`config.mk`:
```
export PLATFORM = sky130hd
export DESIGN_NAME = alu_result_stage_flat
export DESIGN_NICKNAME = d
export VERILOG_FILES = /design/src/rtl/alu_pkg.sv /design/src/rtl/alu_result_stage_if.sv /design/src/rtl/bcd_adjust.sv /design/src/rtl/alu_result_stage.sv /design/src/flat_wrapper.sv
export SDC_FILE = /design/constraint.sdc
export NUM_CORES = 1
export LEC_CHECK = 0
export ABC_AREA = 1
export BUFFER_PORTS_ARGS = -buffer_cell sky130_fd_sc_hd__buf_4
export CORE_MARGIN = 5
export CORE_UTILIZATION = 30
export CTS_BUF_LIST = sky130_fd_sc_hd__clkbuf_8
export DETAILED_ROUTE_END_ITERATION = 16
export MAX_ROUTING_LAYER = met4
export SYNTH_ARGS = -nofsm -noshare
export SYNTH_HDL_FRONTEND = slang
export SYNTH_HIERARCHICAL = 1
export SYNTH_SLANG_ARGS = --single-unit
```
`constraint.sdc`:
```
create_clock -name clk -period 3.5 [get_ports clk]
set_clock_uncertainty 0.05 [all_clocks]
set_input_delay 0 -clock clk [delete_from_list [all_inputs] [get_ports clk]]
set_output_delay 0 -clock clk [all_outputs]
set_load 0.01 [all_outputs]
```
`src/rtl/alu_pkg.sv`:
```
// Shared ALU definitions: operation codes, flag/SC bit positions and the
// registered-result record used by the result stage.
package alu_pkg;

  typedef enum logic [4:0] {
    ALU_ADD  = 5'd0,
    ALU_ADC  = 5'd1,
    ALU_SUB  = 5'd2,
    ALU_SBC  = 5'd3,
    ALU_CMP  = 5'd4,
    ALU_AND  = 5'd5,
    ALU_OR   = 5'd6,
    ALU_XOR  = 5'd7,
    ALU_INC  = 5'd8,
    ALU_DEC  = 5'd9,
    ALU_NEG  = 5'd10,
    ALU_CPL  = 5'd11,
    ALU_SLA  = 5'd12,
    ALU_SRA  = 5'd13,
    ALU_SLL  = 5'd14,
    ALU_SRL  = 5'd15,
    ALU_RL   = 5'd16,
    ALU_RR   = 5'd17,
    ALU_RLC  = 5'd18,
    ALU_RRC  = 5'd19,
    ALU_PASS = 5'd20
  } alu_op_e;

  typedef enum logic [1:0] {
    OPC_NONE = 2'd0,
    OPC_ADD  = 2'd1,
    OPC_SUB  = 2'd2
  } op_class_e;

  localparam int FLG_Z = 0;
  localparam int FLG_C = 1;
  localparam int FLG_V = 2;
  localparam int FLG_S = 3;

  localparam int SC_Z  = 0;
  localparam int SC_C  = 1;
  localparam int SC_V  = 2;
  localparam int SC_S  = 3;
  localparam int SC_D  = 4;
  localparam int SC_U  = 5;
  localparam int SC_I0 = 6;
  localparam int SC_I1 = 7;

  localparam logic [7:0] SC_RESET_VAL = 8'hC0;

  typedef struct packed {
    logic [15:0] result;
    logic        size;
    logic        wb_en;
  } alu_rsp_t;

  // Only byte add/subtract-class ops are candidates for decimal/unpack fixup.
  function automatic op_class_e op_class(alu_op_e op, logic size);
    op_class_e c;
    c = OPC_NONE;
    if (!size) begin
      case (op)
        ALU_ADD, ALU_ADC:          c = OPC_ADD;
        ALU_SUB, ALU_SBC, ALU_CMP: c = OPC_SUB;
        default:                   c = OPC_NONE;
      endcase
    end
    return c;
  endfunction

endpackage

```
`src/rtl/alu_result_stage_if.sv`:
```
// ALU-to-result-stage and result-stage-to-writeback handshake bundle.
interface alu_result_stage_if;
  import alu_pkg::*;

  logic        in_valid;
  logic        in_ready;
  alu_op_e     alu_op;
  logic        size;
  logic [15:0] a_in;
  logic [15:0] b_in;
  logic [15:0] r_in;
  logic [3:0]  flags_in;
  logic [3:0]  flag_mask;
  logic        wb_en_in;
  logic        out_valid;
  logic        out_ready;
  logic [15:0] out_result;
  logic        out_size;
  logic        out_wb_en;

  modport master (
    output in_valid, alu_op, size, a_in, b_in, r_in, flags_in, flag_mask,
           wb_en_in, out_ready,
    input  in_ready, out_valid, out_result, out_size, out_wb_en
  );

  modport slave (
    input  in_valid, alu_op, size, a_in, b_in, r_in, flags_in, flag_mask,
           wb_en_in, out_ready,
    output in_ready, out_valid, out_result, out_size, out_wb_en
  );

endinterface

```
`src/rtl/bcd_adjust.sv`:
```
// Combinational S1C88 decimal (D) / unpack (U) fixup of a byte add/sub result.
module bcd_adjust
  import alu_pkg::*;
(
  input  op_class_e  opc,
  input  logic       d,
  input  logic       u,
  input  logic [7:0] a,
  input  logic [7:0] b,
  input  logic [7:0] r,
  input  logic [3:0] flags_in,
  output logic [7:0] r_out,
  output logic [3:0] flags_out
);

  logic       h;
  logic       c_in;
  logic       lo_gt9;
  logic [3:0] nib;
  logic [7:0] adj;
  logic [7:0] res;
  logic       c;

  always_comb begin
    h         = a[4] ^ b[4] ^ r[4];
    c_in      = flags_in[FLG_C];
    lo_gt9    = (r[3:0] > 4'd9);
    nib       = r[3:0];
    adj       = r;
    res       = r;
    c         = c_in;
    r_out     = r;
    flags_out = flags_in;
    if (opc != OPC_NONE && (d || u)) begin
      if (u) begin
        // Unpack: only the low digit survives; carry is the nibble carry/borrow.
        c = h;
        if (d) begin
          if (opc == OPC_ADD) begin
            c = h || lo_gt9;
            if (c) nib = r[3:0] + 4'd6;
          end else if (h) begin
            nib = r[3:0] - 4'd6;
          end
        end
        res = {4'h0, nib};
      end else if (opc == OPC_ADD) begin
        adj = (h || lo_gt9) ? r + 8'h06 : r;
        if (c_in || adj > 8'h99) begin
          res = adj + 8'h60;
          c   = 1'b1;
        end else begin
          res = adj;
          c   = 1'b0;
        end
      end else begin
        adj = h ? r - 8'h06 : r;
        res = c_in ? adj - 8'h60 : adj;
        c   = c_in;
      end
      r_out            = res;
      flags_out[FLG_Z] = (res == 8'h00);
      flags_out[FLG_C] = c;
      flags_out[FLG_V] = 1'b0;
      flags_out[FLG_S] = res[7];
    end
  end

endmodule

```
`src/rtl/alu_result_stage.sv`:
```
// Registered ALU result stage: BCD/unpack correction, SC flag merge and a
// one-deep valid/ready output register toward writeback.
module alu_result_stage
  import alu_pkg::*;
#(
  parameter logic [7:0] SC_RESET = SC_RESET_VAL
) (
  input  logic               clk,
  input  logic               reset,
  alu_result_stage_if.slave  bus,
  input  logic               sc_we,
  input  logic [7:0]         sc_wdata,
  output logic [7:0]         sc
);

  logic       accept;
  op_class_e  opc;
  logic [7:0] adj_byte;
  logic [3:0] adj_flags;

  assign bus.in_ready = !bus.out_valid || bus.out_ready;
  assign accept       = bus.in_valid && bus.in_ready;
  assign opc          = op_class(bus.alu_op, bus.size);

  bcd_adjust u_bcd (
    .opc       (opc),
    .d         (sc[SC_D]),
    .u         (sc[SC_U]),
    .a         (bus.a_in[7:0]),
    .b         (bus.b_in[7:0]),
    .r         (bus.r_in[7:0]),
    .flags_in  (bus.flags_in),
    .r_out     (adj_byte),
    .flags_out (adj_flags)
  );

  always_ff @(posedge clk) begin
    if (reset) begin
      bus.out_valid  <= 1'b0;
      bus.out_result <= 16'h0000;
      bus.out_size   <= 1'b0;
      bus.out_wb_en  <= 1'b0;
    end else if (accept) begin
      bus.out_valid  <= 1'b1;
      bus.out_result <= {bus.r_in[15:8], adj_byte};
      bus.out_size   <= bus.size;
      bus.out_wb_en  <= bus.wb_en_in;
    end else if (bus.out_ready) begin
      bus.out_valid  <= 1'b0;
    end
  end

  // An explicit SC write overrides any flag merge from the same cycle.
  always_ff @(posedge clk) begin
    if (reset) begin
      sc <= SC_RESET;
    end else if (sc_we) begin
      sc <= sc_wdata;
    end else if (accept) begin
      for (int i = 0; i < 4; i++)
        if (bus.flag_mask[i]) sc[i] <= adj_flags[i];
    end
  end

endmodule
```
`src/flat_wrapper.sv`:
```
// flat-port wrapper written by rule: the top's interface ports become plain ports
module alu_result_stage_flat import alu_pkg::*;
#(
  parameter logic [7:0] SC_RESET = SC_RESET_VAL
)
  (clk, reset, sc_we, sc_wdata, sc, bus_in_valid, bus_alu_op, bus_size, bus_a_in, bus_b_in, bus_r_in, bus_flags_in, bus_flag_mask, bus_wb_en_in, bus_out_ready, bus_in_ready, bus_out_valid, bus_out_result, bus_out_size, bus_out_wb_en);
  alu_result_stage_if bus_i ();
  input  logic clk;
  input  logic reset;
  input  logic sc_we;
  input  logic [7:0] sc_wdata;
  output logic [7:0] sc;
  input wire logic [$bits(bus_i.in_valid)-1:0] bus_in_valid;
  input wire logic [$bits(bus_i.alu_op)-1:0] bus_alu_op;
  input wire logic [$bits(bus_i.size)-1:0] bus_size;
  input wire logic [$bits(bus_i.a_in)-1:0] bus_a_in;
  input wire logic [$bits(bus_i.b_in)-1:0] bus_b_in;
  input wire logic [$bits(bus_i.r_in)-1:0] bus_r_in;
  input wire logic [$bits(bus_i.flags_in)-1:0] bus_flags_in;
  input wire logic [$bits(bus_i.flag_mask)-1:0] bus_flag_mask;
  input wire logic [$bits(bus_i.wb_en_in)-1:0] bus_wb_en_in;
  input wire logic [$bits(bus_i.out_ready)-1:0] bus_out_ready;
  output wire logic [$bits(bus_i.in_ready)-1:0] bus_in_ready;
  output wire logic [$bits(bus_i.out_valid)-1:0] bus_out_valid;
  output wire logic [$bits(bus_i.out_result)-1:0] bus_out_result;
  output wire logic [$bits(bus_i.out_size)-1:0] bus_out_size;
  output wire logic [$bits(bus_i.out_wb_en)-1:0] bus_out_wb_en;
  assign bus_i.in_valid = bus_in_valid;
  assign bus_i.alu_op = bus_alu_op;
  assign bus_i.size = bus_size;
  assign bus_i.a_in = bus_a_in;
  assign bus_i.b_in = bus_b_in;
  assign bus_i.r_in = bus_r_in;
  assign bus_i.flags_in = bus_flags_in;
  assign bus_i.flag_mask = bus_flag_mask;
  assign bus_i.wb_en_in = bus_wb_en_in;
  assign bus_i.out_ready = bus_out_ready;
  assign bus_in_ready = bus_i.in_ready;
  assign bus_out_valid = bus_i.out_valid;
  assign bus_out_result = bus_i.out_result;
  assign bus_out_size = bus_i.out_size;
  assign bus_out_wb_en = bus_i.out_wb_en;
  alu_result_stage #(.SC_RESET(SC_RESET)) u_core (.clk(clk), .reset(reset), .bus(bus_i), .sc_we(sc_we), .sc_wdata(sc_wdata), .sc(sc));
endmodule
```
Word-level counts from Yosys, hierarchy flattened
Index checks and enable logic that the tools add are counted.
{"block": "totals", "ff_bits": 27, "inputBits": 76, "output_inout_bits": 28, "word_cells": 74}
{"block": "classes", "add_sub_neg": 6, "n_lt_le_gt_ge": 2, "n_eq_ne": 5, "n_mux": 28, "bitwise_logic": 2, "reduce_logical": 22}
{"cell": "$mux W8", "n": 8}
{"cell": "$mux W4", "n": 7}
{"cell": "$reduce_bool A2 Y1", "n": 7}
{"cell": "$mux W1", "n": 11}
{"cell": "$eq A5 B2 Y1 const B", "n": 2}
{"cell": "$add A8 B3 Y8 const B", "n": 1}
{"cell": "$add A8 B7 Y8 const B", "n": 1}
{"cell": "$gt A8 B8 Y1 const B", "n": 1}
{"cell": "$logic_not A8 Y1", "n": 1}
{"cell": "$reduce_and A2 Y1", "n": 4}
{"cell": "$sub A8 B3 Y8 const B", "n": 1}
{"cell": "$sub A8 B7 Y8 const B", "n": 1}
{"cell": "$eq A5 B1 Y1 const B", "n": 1}
{"cell": "$eq A5 B3 Y1 const B", "n": 1}
{"cell": "$logic_not A5 Y1", "n": 1}
{"cell": "$add A4 B3 Y4 const B", "n": 1}
{"cell": "$gt A4 B4 Y1 const B", "n": 1}
{"cell": "$logic_or A1 B1 Y1", "n": 4}
{"cell": "$pmux W2 S2", "n": 1}
{"cell": "$sub A4 B3 Y4 const B", "n": 1}
{"cell": "$reduce_or A3 Y1", "n": 1}
{"cell": "$eq A2 B1 Y1 const B", "n": 1}
{"cell": "$logic_and A1 B1 Y1", "n": 2}
{"cell": "$mux W2", "n": 1}
{"cell": "3 further kinds", "n": 4}

Longest topological paths before layout
Gate-level depths: netlist (run 1).
{"block": "logic_depth", "ltp_word": 15, "depth_mapped": 23, "ltp_nobuf": 23}

Modules after synthesis
Netlist (run 1), hierarchy kept.
{"module": "alu_result_stage", "instances": 1, "cells_per_inst": 150, "area_each_um2": 1119.8, "seq_area_each_um2": 540.5}
{"module": "bcd_adjust", "instances": 1, "cells_per_inst": 160, "area_each_um2": 822.0, "seq_area_each_um2": 0.0}

Least setup slack after synthesis (run 1)
No wires, ideal clock.
{"block": "synth_timing", "path_kind": "input to register", "startpoint": "input port bus_r_in[3]", "endpoint": "register u_core.sc[0]", "setup_ps": 115, "arrival_ps": 1785, "t_required_ps": 3335, "slack_ps": 1550, "path_stages": 19, "path_buffers": 1, "path_cell_list": "buf_2 > nor2_1 > nand2_1 > nor3_1 > xor2_1 > ha_1 > nor2_1 > xor2_1 > a21oi_1 > o21ai_0 > nand2_1 > inv_1 > nand2_1 > nand2_1 > o21bai_2 > nand2_1 > nand2_1 > a21oi_1 > nor2_1"}
{"block": "synth_via", "elab_chain_len": 14, "word_cells_on_any_way": 26, "classes_between": "6 x add/sub; 2 x order compare; 15 x mux; 3 x reduce/logical"}
{"element": "start: declaration", "line_no": "flat_wrapper.sv:18", "text": "input wire logic [$bits(bus_i.r_in)-1:0] bus_r_in;"}
{"element": "branches (longest 7 deep; another with $add A8 B3 Y8)"}
{"element": "$mux W8 (*)", "line_no": "bcd_adjust.sv:35", "text": "if (u) begin"}
{"element": "$mux W8 (*)", "line_no": "bcd_adjust.sv:34", "text": "if (opc != OPC_NONE && (d || u)) begin"}
{"element": "$logic_not A8 Y1 (*)", "line_no": "bcd_adjust.sv:62", "text": "flags_out[FLG_Z] = (res == 8'h00);"}
{"element": "$mux W4 (*)", "line_no": "bcd_adjust.sv:34"}
{"element": "via u_core.adj_flags[0]", "line_no": "alu_result_stage.sv:19", "text": "logic [3:0] adj_flags;"}
{"element": "$mux W1 (*)", "line_no": "alu_result_stage.sv:61", "text": "if (bus.flag_mask[i]) sc[i] <= adj_flags[i];"}
{"element": "$mux W4 (*)", "line_no": "alu_result_stage.sv:59", "text": "end else if (accept) begin"}
{"element": "$mux W4 (*)", "line_no": "alu_result_stage.sv:57", "text": "end else if (sc_we) begin"}
{"element": "end signal: assignment", "line_no": "alu_result_stage.sv:58", "text": "sc <= sc_wdata;"}
{"element": "end signal: indexed assignment", "line_no": "alu_result_stage.sv:61"}
{"element": "end: declaration", "line_no": "alu_result_stage.sv:13", "text": "output logic [7:0] sc"}
Mark *: on every way through the listed nets, which the timed path passes. The select of a mux whose other input is x is not followed.
A chain may end at the register's enable or synchronous reset.

Worst setup path in the final report (run 1)
{"block": "layout_timing", "startpoint": "input port bus_size", "endpoint": "register u_core.sc[0]"}
{"block": "layout_via", "elab_chain_len": 11, "word_cells_on_any_way": 14, "classes_between": "1 x eq/ne; 10 x mux; 3 x reduce/logical"}
{"element": "start: declaration", "line_no": "flat_wrapper.sv:15", "text": "input wire logic [$bits(bus_i.size)-1:0] bus_size;"}
{"element": "$mux W2 (*)", "line_no": "alu_pkg.sv:61", "text": "if (!size) begin"}
{"element": "via u_core.opc[0]", "line_no": "alu_result_stage.sv:17", "text": "op_class_e opc;"}
{"element": "$eq A2 B1 Y1", "line_no": "bcd_adjust.sv:39, bcd_adjust.sv:47"}
{"element": "$mux W4", "line_no": "bcd_adjust.sv:39", "text": "if (opc == OPC_ADD) begin"}
{"element": "$mux W4", "line_no": "bcd_adjust.sv:38", "text": "if (d) begin"}
{"element": "$mux W8", "line_no": "bcd_adjust.sv:35"}
{"element": "$mux W8", "line_no": "bcd_adjust.sv:34"}
{"element": "$logic_not A8 Y1", "line_no": "bcd_adjust.sv:62"}
{"element": "$mux W4 (*)", "line_no": "bcd_adjust.sv:34"}
{"element": "via u_core.adj_flags[0]", "line_no": "alu_result_stage.sv:19"}
{"element": "$mux W1 (*)", "line_no": "alu_result_stage.sv:61"}
{"element": "$mux W4 (*)", "line_no": "alu_result_stage.sv:59"}
{"element": "$mux W4 (*)", "line_no": "alu_result_stage.sv:57"}
Mark *: on every way through the listed nets, which the timed path passes. The rest lies on a longest branch. The select of a mux whose other input is x is not followed.

==> results of run 1 <==
==> worst reg2reg max path, delay by kind of cell, from the launching register on <==
| kind | cells | cell delay, ns |
|---|---|---|
| compound gates | 3 | 0.85 |
| buf+inv | 1 | 0.30 |
| flops | 1 | 0.41 |
| simple gates | 4 | 0.35 |
==> sequential cells by signal (all words and copies together) (netlist names) <==
| name | count |
|---|---|
| u_core/bus.out_size | 1 |
| u_core/bus.out_result | 16 |
| u_core/sc | 8 |
| u_core/bus.out_wb_en | 1 |
| u_core/bus.out_valid | 1 |
==> cell families after synthesis <==
family,count (synthesis)
simple gates,169
compound gates,57
buf+inv,46
flops,27
xor+xnor,7
fa+ha+maj,4
==> final timing paths <==
| check | from | end | slack [ns] | depth (start not counted) |
|---|---|---|---|---|
| setup / recovery | bus_size | u_core/sc[0]$_SDFFE_PP0P_ | 1.06 | 19 |
| hold / removal | sc_wdata[2] | u_core/sc[2]$_SDFFE_PP0P_ | 0.007 | 5 |
| setup reg to reg | u_core/sc[5]$_SDFFE_PP0P_ | u_core/sc[1]$_SDFFE_PP0P_ | 1.44 | 8 |
| hold reg to reg | u_core/sc[6]$_SDFFE_PP1P_ | u_core/sc[6]$_SDFFE_PP1P_ | 0.42 | 2 |
==> cell type report <==
cell class                 count  area [um^2]
clock inverter                 1         3.75
multi-input combinational    237         1180
sequential                    27          541
tap                           77         96.3
inverter                      35          139
clock buffer                   3         41.3
fill                         672         3570
timing repair buffer          92          736
==> report_power, final <==
| group | switching (mW) | total (mW) | internal (mW) | leakage [nW] |
|---|---|---|---|---|
| registers | 0.0168 | 0.349 | 0.332 | 0.225 |
| clock network | 0.0901 | 0.169 | 0.0784 | 0.0269 |
| logic | 0.153 | 0.289 | 0.136 | 1.13 |
| total | 0.260 | 0.806 | 0.547 | 1.38 |
==> cells in the mapped netlist <==
master	n
a21oi_1	11
a22oi_1	1
a31oi_1	1
buf_12	1
buf_2	3
buf_4	1
buf_6	2
clkbuf_1	4
clkinv_1	1
dfxtp_1	27
ha_1	4
inv_1	33
inv_8	1
nand2_1	69
nand2_2	3
nand2_4	3
nand3_1	25
nand3_2	2
nand4_1	1
nor2_1	53
nor2_2	7
nor2_4	1
nor3_1	5
o211ai_1	2
o21a_1	1
o21ai_0	36
o21ai_4	2
o21bai_2	1
o22ai_1	1
o31ai_1	1
xnor2_1	1
xor2_1	6
==> repair_timing <==
| action | in CTS | in global routing |
|---|---|---|
| hold endpoints to repair | 16 | 0 |
| resized for setup | 0 | 0 |
| hold buffers | 18 | 0 |
==> layer usage <==
| layer | vias to the layer above | share of wire | GRT usage |
|---|---|---|---|
| met5 | - | 0 | - |
| met4 | 0 | 0.0053 | 0.0298 |
| met3 | 2 | 0.048 | 0.0225 |
| met2 | 51 | 0.48 | 0.223 |
| met1 | 955 | 0.47 | 0.170 |
| li1 | 1161 | - | - |
==> results.md, run 1 <==
- Port Buffers: between 70 and 80
- Place WS: 1.22 ns
- Outcome: finished, final reports clean
- Largest net degree at the start of global routing: 27
- Setup TNS: 0 ns
- Final instance area: between 2000 and 3000 um^2
- Mux share of post-synthesis cell area: 0
- Power Dens Cells: ~290 nW/um^2
- CP Cell Sequence: dlygate4sd3_1 -> buf_4 -> inv_1 -> nand2_1 -> nor3_1 -> inv_1 -> nor2_1 -> buf_4 -> inv_1 -> o21ai_0 -> nand2_1 -> xor2_1 -> nor3_1 -> nand2_1 -> o21bai_2 -> nand2_1 -> nand2_1 -> a21oi_1 -> nor2_1
- RD Place Congestion: roughly 0.8
- CTS sink count: 27
- Commonest non-fill, non-tap cell in the layout: buf_4
- Synth Area in Compound Gates: 0.169
- Largest family of logic cells by synthesized area: simple AND/OR/NAND/NOR gates
- GRT overflow: 0
- WP buf/inv: 6
- Post-CTS Setup Bufs: 0
- Post-Synth XOR/XNOR Area: 0.0316
- Slew HR: 0.491
- Tmin final: about 2.4 ns
- Worst skew pair latency: approximately 0.26 ns
- Slowest CP cell: dlygate4sd3_1
- Synth Area in Adders: 0.0258
- Post-Synth Simple-Gate Area: 0.382
- Starting Density: 0.308
- First-pass GRT wire length: 9250 um
- Mapped Nets: 390
- Most frequent cells in the layout: 74 x buf_4, 69 x nand2_1, 53 x nor2_1
- H-tree depth reported by CTS: 1
- Post-Layout Cell Count: approximately 470
- DRT Wirelength: 5470 um
- Total CTS buffers: 3
- Crit path kind: in -> reg
- Register bit total from synthesis: 27
- Syn Area/Cell: 6.26 um^2
- Area after DPL: 2510 um^2
- Post-Synthesis Cells: 310
- Synth warn: 6
- Final count of hold timing violations: 0
- Die Area: a little over 8000 um^2
- Critical Path Sink Type: flip-flop
- Final worst slack: between 1 and 1.5 ns
- TritonCTS clock tree: done
- Bufs on Longest Clock Path: 2
- HPWL Detailed: ~4200 um
- IR Drop Worst-Case VDD: ~0.17 mV
- Area leader, netlist: dfxtp_1
- Top post-synthesis cells by area: dfxtp_1 28%, nand2_1 13%, nor2_1 10%
- Max-Cap Viols: 0
- Vias: approximately 2200
- Worst hold path type: in -> reg
- TritonRoute pass-1 iters: 4
- Sequential fraction of the synthesis area: 0.278
- Worst-Margin Slew: around 0.76 ns
- Diodes inserted: 0
- Core area: 6310 um^2
- Final ANT Viol Nets: 0
- Root Driver: clkbuf_8
- Clock-pin transition on the worst setup and hold timing paths: roughly 0.08 ns
- Worst setup SP type: input port
- Vias in the first global route: about 2000
- Antenna violations before repair: 0
- Fraction of layout cells with a size suffix above 1: 0.246
- Top cell type's share of synthesized area: 0.278
- Fin nets: ~480
- Row Count: 29
- DR WL/cell: between 10 and 15 um
- Critical Path AT: roughly 2.6 ns
- Number of setup violations in the final report: 0
- Remaining routing DRC violations: 0
- Total chip power: between 0.8 and 0.9 mW
- Fin. max-slew vios: 0
- Post-Synthesis Cell Area: roughly 2000 um^2
- Max incr delay on CP: ~0.53 ns
- Detailed router's first-iteration violation count: 80
- Area Growth Syn to Fin: 41.0%
- DP Cell Count: 450
- Fin util: 0.434
- Crit path max-delay family: buffers and inverters
- GRT Total Usage: 0.134
- Vias/cell: ~4.6
- Synth cell types: 32
- Fmax: between 400 and 500 MHz
- Width of the die: 90.5 um
- Top Ports: ~100
- Leakage power: about 1.4 nW
- Chip Height: just over 90 um
- Worst hold slack: 0.00695 ns
- Critical path required time: 3.65 ns
- Final worst path period share: 0.696
- Max Fanout on Critical Path: 12
- Most frequent CP cell: nand2_1
- RSZ-0062 raised after global routing: false
Power figures use the tool's default switching activity.
==> inputs of run 2 (changes only) <==
clock period = 2.3 ns   (was 3.5 ns; I/O delays follow)
==> run 2 against run 1 <==
Clock-buffer cell count stayed put; sequential cell count stayed put; non-clock buffer count is 8 higher; sequential share of layout area is 0.46 points lower; worst setup slack worse by 0.72 ns; hold slack better by 0.011 ns; clock power is 53% higher; die area stayed put; register-to-register slack worse by 1.0 ns; design area is 2.4% higher; power is 54% higher; largest cell class unchanged; highest routed layer unchanged.
==> results.md, run 2 (synthesized netlist as in run 1, its figures left out) <==
- Fin nets: 484
- Detailed router's first-iteration violation count: 70
- Power Dens Cells: ~440 nW/um^2
- Fin. max-slew vios: 0
- H-tree depth reported by CTS: 1
- Regs by FF count: u_core/bus.out_result: 16 flops, u_core/sc: 8 flops
- Vias/cell: roughly 4.6
- Sequential power share: 0.426
- Fillcell total: around 700
- Leakage power: 1.42 nW
- Max-Cap Viols: 0
- Place WS: around 0.079 ns
- Most frequent cells in the layout: 80 x buf_4, 69 x nand2_1, 53 x nor2_1
- Final ANT Viol Nets: 0
- GRT overflow: 0
- Vias: 2188
- CTS sink count: 27
- Die Area: approximately 8200 um^2
- Final count of hold timing violations: 0
- Bufs on Longest Clock Path: 2
- Largest reg by FF count: u_core/bus.out_result
- Fraction of layout cells with a size suffix above 1: 0.256
- Fmax: ~510 MHz
- GRT Total Usage: 0.142
- Setup TNS: 0 ns
- Tmin final: 1.95 ns
- Clock-pin transition on the worst setup and hold timing paths: around 0.090 ns
- Chip Height: slightly above 90 um
- Critical Path Sink Type: flip-flop
- Commonest non-fill, non-tap cell in the layout: buf_4
- Top Ports: around 100
- Remaining routing DRC violations: 0
- Worst skew pair latency: around 0.26 ns
- Root Driver: clkbuf_8
- Fin util: 0.444
- Outcome: finished, final reports clean
- DRT Wirelength: roughly 5700 um
- Post_cts resized: 0
- Post-Layout Cell Count: 480
- Area after DPL: about 2600 um^2
- Diodes inserted: 0
- Psw: about 0.40 mW
- Final worst slack: approximately 0.35 ns
- Port Buffers: 73
- DR WL/cell: between 10 and 15 um
- Comb power frac: 0.366
- Antenna violations before repair: 0
- TritonCTS clock tree: done
- RSZ-0062 raised after global routing: false
- Worst setup SP type: input port
- Critical Path AT: between 2 and 2.5 ns
- Max Fanout on Critical Path: 5
- Worst hold path type: in -> reg
- First-pass GRT wire length: between 9000 and 10000 um
- Core area: ~6300 um^2
- Max reg flops: 16
- Internal power: 0.842 mW
- Final instance area: 2800 um^2
- Critical path required time: roughly 2.4 ns
- Final worst path period share: 0.849
- HPWL Detailed: approximately 4400 um
- Starting Density: 0.308
- Clock power share: 0.208
- Largest net degree at the start of global routing: 27
- CTS Hold Bufs: 20
- Row Count: 29
- Worst-Margin Slew: 0.697 ns
- IR Drop Worst-Case VDD: 0.363 mV
- Crit path kind: in -> reg
- Post-CTS Setup Bufs: 0
- DP Cell Count: 456
- RR Startpoint: u_core/sc[4]$_SDFFE_PP0P_
- Slew HR: 0.535
- TritonRoute pass-1 iters: 4
- Vias in the first global route: 2099
- Switch share: 0.322
- Number of setup violations in the final report: 0
- Area Growth Syn to Fin: 44.4%
- Worst hold start: sc_wdata[1]
- Worst hold slack: about 0.018 ns
- Total CTS buffers: 3
- Total chip power: approximately 1.2 mW
- RD Place Congestion: around 0.84
- Worst setup path startpoint: bus_r_in[1]
- Width of the die: slightly above 90 um
[run 2: power groups by stage]
stage | Clock [mW] | Sequential (mW) | Combinational [mW]
global placement | 0 | 0.539 | 0.425
finish | 0.259 | 0.529 | 0.455
global route | 0.289 | 0.534 | 0.515
floorplan | 0 | 0.555 | 0.239
detailed placement | 0 | 0.541 | 0.429
CTS | 0.274 | 0.530 | 0.458
[run 2: per-layer routing]
layer | up-vias | share of wire | track usage | wire length [um]
met5 | - | 0 | - | 0
met2 | 42 | 0.49 | 0.241 | 2760
met1 | 967 | 0.47 | 0.176 | 2660
li1 | 1177 | - | - | -
met3 | 2 | 0.037 | 0.0233 | 209
met4 | 0 | 0.0044 | 0.0323 | 25
[run 2: final cells by class]
cell class | count | area, um^2 | area share
Timing Repair Buffer | 100 | 801 | 0.286
Multi-Input combinational cell | 237 | 1180 | 0.422
Clock buffer | 3 | 41.3 | 0.0147
Inverter | 35 | 139 | 0.0495
Clock inverter | 1 | 3.75 | 0.00134
Tap cell | 77 | 96.3 | 0.0344
Sequential cell | 27 | 541 | 0.193
[run 2: worst paths after layout]
kind	to	depth (start not counted)	slack, ns
max	u_core/sc[0]$_SDFFE_PP0P_	19	0.35
min reg2reg	u_core/sc[7]$_SDFFE_PP1P_	2	0.43
max reg2reg	u_core/sc[0]$_SDFFE_PP0P_	12	0.42
min	u_core/sc[1]$_SDFFE_PP0P_	5	0.02
[run 2: critical path: stages]
cell and delay (ns):
buf_4 0.12, inv_1 0.10, nor3_1 0.31, nor3_1 0.11, xor2_1 0.17, ha_1 0.19
nor2_1 0.13, xor2_1 0.19, a21oi_1 0.08, o21ai_0 0.07, nand2_1 0.07, inv_1 0.07
nand2_1 0.05, nand2_1 0.06, o21bai_2 0.05, nand2_1 0.06, nand2_1 0.06, a21oi_1 0.12
nor2_1 0.06
==> inputs of run 3 (changes only) <==
ABC_AREA = 0   (was 1)
clock period = 1.6 ns   (was 2.3 ns; I/O delays follow)
==> run 3 against run 2 <==
The flow now finishes with violations (negative setup slack); combinational power grew 90%; synthesized cell count shrank 16%; sequential power grew 39%; sequential share of layout area fell by 3.9 points; non-clock buffer count increased by 51; routed wire length up 24%; worst setup slack got worse by 0.89 ns; clock-buffer cell count did not move; core utilization is 11 points higher; largest cell class unchanged; highest routed layer unchanged.
==> results.md, run 3 <==
- R2R depth: 7
- Final worst path period share: 1.34
- Crit path kind: in -> reg
- Comb power frac: 0.437
- IR Drop Worst-Case VDD: roughly 0.38 mV
- Row Count: 29
- Width of the die: a little over 90 um
- Worst hold path type: in -> reg
- GRT overflow: 0
- Diodes inserted: 0
- CTS sink count: 27
- Largest reg by FF count: u_core/bus.out_result
- Antenna violations before repair: 0
- Psw: 0.621 mW
- Final worst slack: -0.542 ns
- First-pass GRT wire length: roughly 11000 um
- Mapped Nets: 340
- Post-Synth Simple-Gate Area: 0.207
- Metal-1 WL: 3180 um
- Register bit total from synthesis: 27
- Synth Area in Adders: 0.0254
- Critical path required time: roughly 1.7 ns
- Leakage power: around 1.5 nW
- Top post-synthesis cells by area: dfxtp_1 27%, o21ai_0 7.9%, a21oi_1 7.4%
- Sequential fraction of the synthesis area: 0.275
- Max Fanout on Critical Path: 2
- Largest family of logic cells by synthesized area: compound AO/OA/AOI/OAI gates
- Remaining routing DRC violations: 0
- Max reg flops: 16
- R2R Setup Slk: -0.27 ns
- Final count of hold timing violations: 0
- Fin nets: 473
- RD Place Congestion: roughly 0.89
- Port Buffers: 73
- Top layer in use: met4
- Critical Path Sink Type: flip-flop
- DRT Wirelength: between 7000 and 8000 um
- Core area: between 6000 and 7000 um^2
- Starting Density: 0.310
- Fin. max-slew vios: 0
- Hold endpoint: u_core/sc[2]$_SDFFE_PP0P_
- Outcome: complete, but fails checks
- Largest net degree at the start of global routing: 28
- Critical Path AT: between 2 and 2.5 ns
- Post-synth ARST share: 0
- TritonCTS clock tree: done
- Worst setup SP type: input port
- Power Dens Cells: about 560 nW/um^2
- Clock-pin transition on the worst setup and hold timing paths: ~0.090 ns
- Vias/cell: 5.18
- Worst hold start: bus_flag_mask[2]
- DR WL met2: about 3400 um
- Number of synthesized flops with an enable pin: 0
- Chip Height: about 90 um
- Vias in the first global route: about 2400
- H-tree depth reported by CTS: 1
- Regs by FF count: u_core/bus.out_result: 16 flops, u_core/sc: 8 flops
- Top cell type's share of synthesized area: 0.275
- TritonRoute pass-1 iters: 4
- Post-Synthesis Cell Area: between 1500 and 2000 um^2
- Die Area: 8280 um^2
- Tmin final: ~2.1 ns
- Vias: about 2400
- Sequential power share: 0.373
- Area leader, netlist: dfxtp_1
- Synth Area in Compound Gates: 0.313
- Top Ports: approximately 100
- Post-Synthesis Cells: between 200 and 300
- Synth top cells by count: 31 x o21ai_0, 29 x a21oi_1, 27 x dfxtp_1
- Switch share: 0.314
- HPWL Detailed: around 5000 um
- Bufs on Longest Clock Path: 2
- Commonest non-fill, non-tap cell in the layout: buf_4
- Failing checks: negative setup slack
- RR Startpoint: u_core/sc[4]$_SDFFE_PP0P_
- Clock power share: 0.190
- Syn Area/Cell: between 7 and 8 um^2
- Synth cell types: between 50 and 60
- Fraction of layout cells with a size suffix above 1: 0.485
- Number of setup violations in the final report: 8
- Place WS: -0.942 ns
- Worst skew pair latency: 0.27 ns
- Met3 WL: between 300 and 400 um
- Root Driver: clkbuf_8
- Predominant post-synthesis flop cell: dfxtp_1
- DR WL/cell: between 10 and 15 um
- Worst-Margin Slew: 0.345 ns
- Max-Cap Viols: 0
- Worst Hold Depth: 3
- Post-Synth XOR/XNOR Area: 0.0655
- Mux share of post-synthesis cell area: 0.0305
- Most frequent cells in the layout: 120 x buf_4, 26 x dfxtp_1, 25 x a21oi_1
- Worst setup path startpoint: bus_r_in[1]
- Reg2reg end: u_core/sc[0]$_SDFFE_PP0P_
- Total CTS buffers: 3
- Total chip power: approximately 2.0 mW
- Area Growth Syn to Fin: 79.5%
- Synth warn: 6
- Internal power: 1.36 mW
- Cell with the most instances after synthesis: o21ai_0
- Worst hold slack: around 0.017 ns
- Final ANT Viol Nets: 0
- GRT Total Usage: 0.165
- RSZ-0062 raised after global routing: true
- Detailed router's first-iteration violation count: 182
- Fmax: 467 MHz
- Slew HR: 0.767
run 3: stage by stage:
stage,std cells,area (um^2),TNS (ns),util
floorplan,260,2170,-2.28,-
global placement,442,3060,-5.67,0.481
detailed placement,442,3060,-5.86,0.481
CTS,464,3420,-2.27,0.538
global route,469,3530,-3.19,0.556
finish,469,3530,-2.19,0.556
run 3: worst max-delay path, stage by stage:
cell and delay (ns):
buf_8 0.10, ha_4 0.16, nor4_4 0.24, xnor2_2 0.16
inv_1 0.07, ha_2 0.18, nor2b_2 0.11, xnor2_1 0.14
xnor2_1 0.09, a21oi_1 0.12, o21ai_1 0.11, o2111a_1 0.25
a32o_1 0.21, o311a_1 0.29
run 3: final cells by class:
class | instances | area (um^2)
inverter | 12 | 57.6
tap | 77 | 96.3
clock buffer | 3 | 41.3
clock inverter | 1 | 3.75
sequential | 27 | 542
fill | 596 | 2820
multi-input combinational | 198 | 1530
timing repair buffer | 151 | 1260
run 3: power by group through the flow:
stage	combinational [mW]	sequential (mW)	clock (mW)
final	0.863	0.737	0.377
after global placement	0.725	0.751	0
after CTS	0.820	0.736	0.384
after global routing	0.934	0.742	0.419
after detailed placement	0.731	0.752	0
after floorplan	0.367	0.772	0
run 3: worst max path at each step:
| stage | cells after the start | end |
|---|---|---|
| after floorplan | 13 | u_core/sc[0]$_SDFFE_PP0P_ |
| after global placement | 14 | u_core/sc[0]$_SDFFE_PP0P_ |
| after detailed placement | 14 | u_core/sc[0]$_SDFFE_PP0P_ |
| after CTS | 14 | u_core/sc[0]$_SDFFE_PP0P_ |
| after global routing | 14 | u_core/sc[0]$_SDFFE_PP0P_ |
| final | 14 | u_core/sc[0]$_SDFFE_PP0P_ |
run 3: repair_timing:
| item | CTS | global route |
|---|---|---|
| resized for setup | 33 | 21 |
| pin swaps | 17 | 11 |
| hold endpoints to repair | 14 | 0 |
| hold buffers | 14 | 0 |
| endpoints found under the setup margin | 10 | 10 |
| setup buffers | 4 | 5 |
run 3: layer usage:
layer  GRT usage  up-vias
met2       0.269       85
li1            -     1208
met5           -        -
met3      0.0256        6
met4      0.0220        0
met1       0.223     1130
run 3: logic make-up after synthesis:
group                    Yosys count
XOR/XNOR                          13
buffers and inverters             35
flip-flops                        27
adder cells (fa/ha/maj)            4
AND/OR/NAND/NOR                   80
multiplexers                       6
AO/OA/AOI/OAI                     95
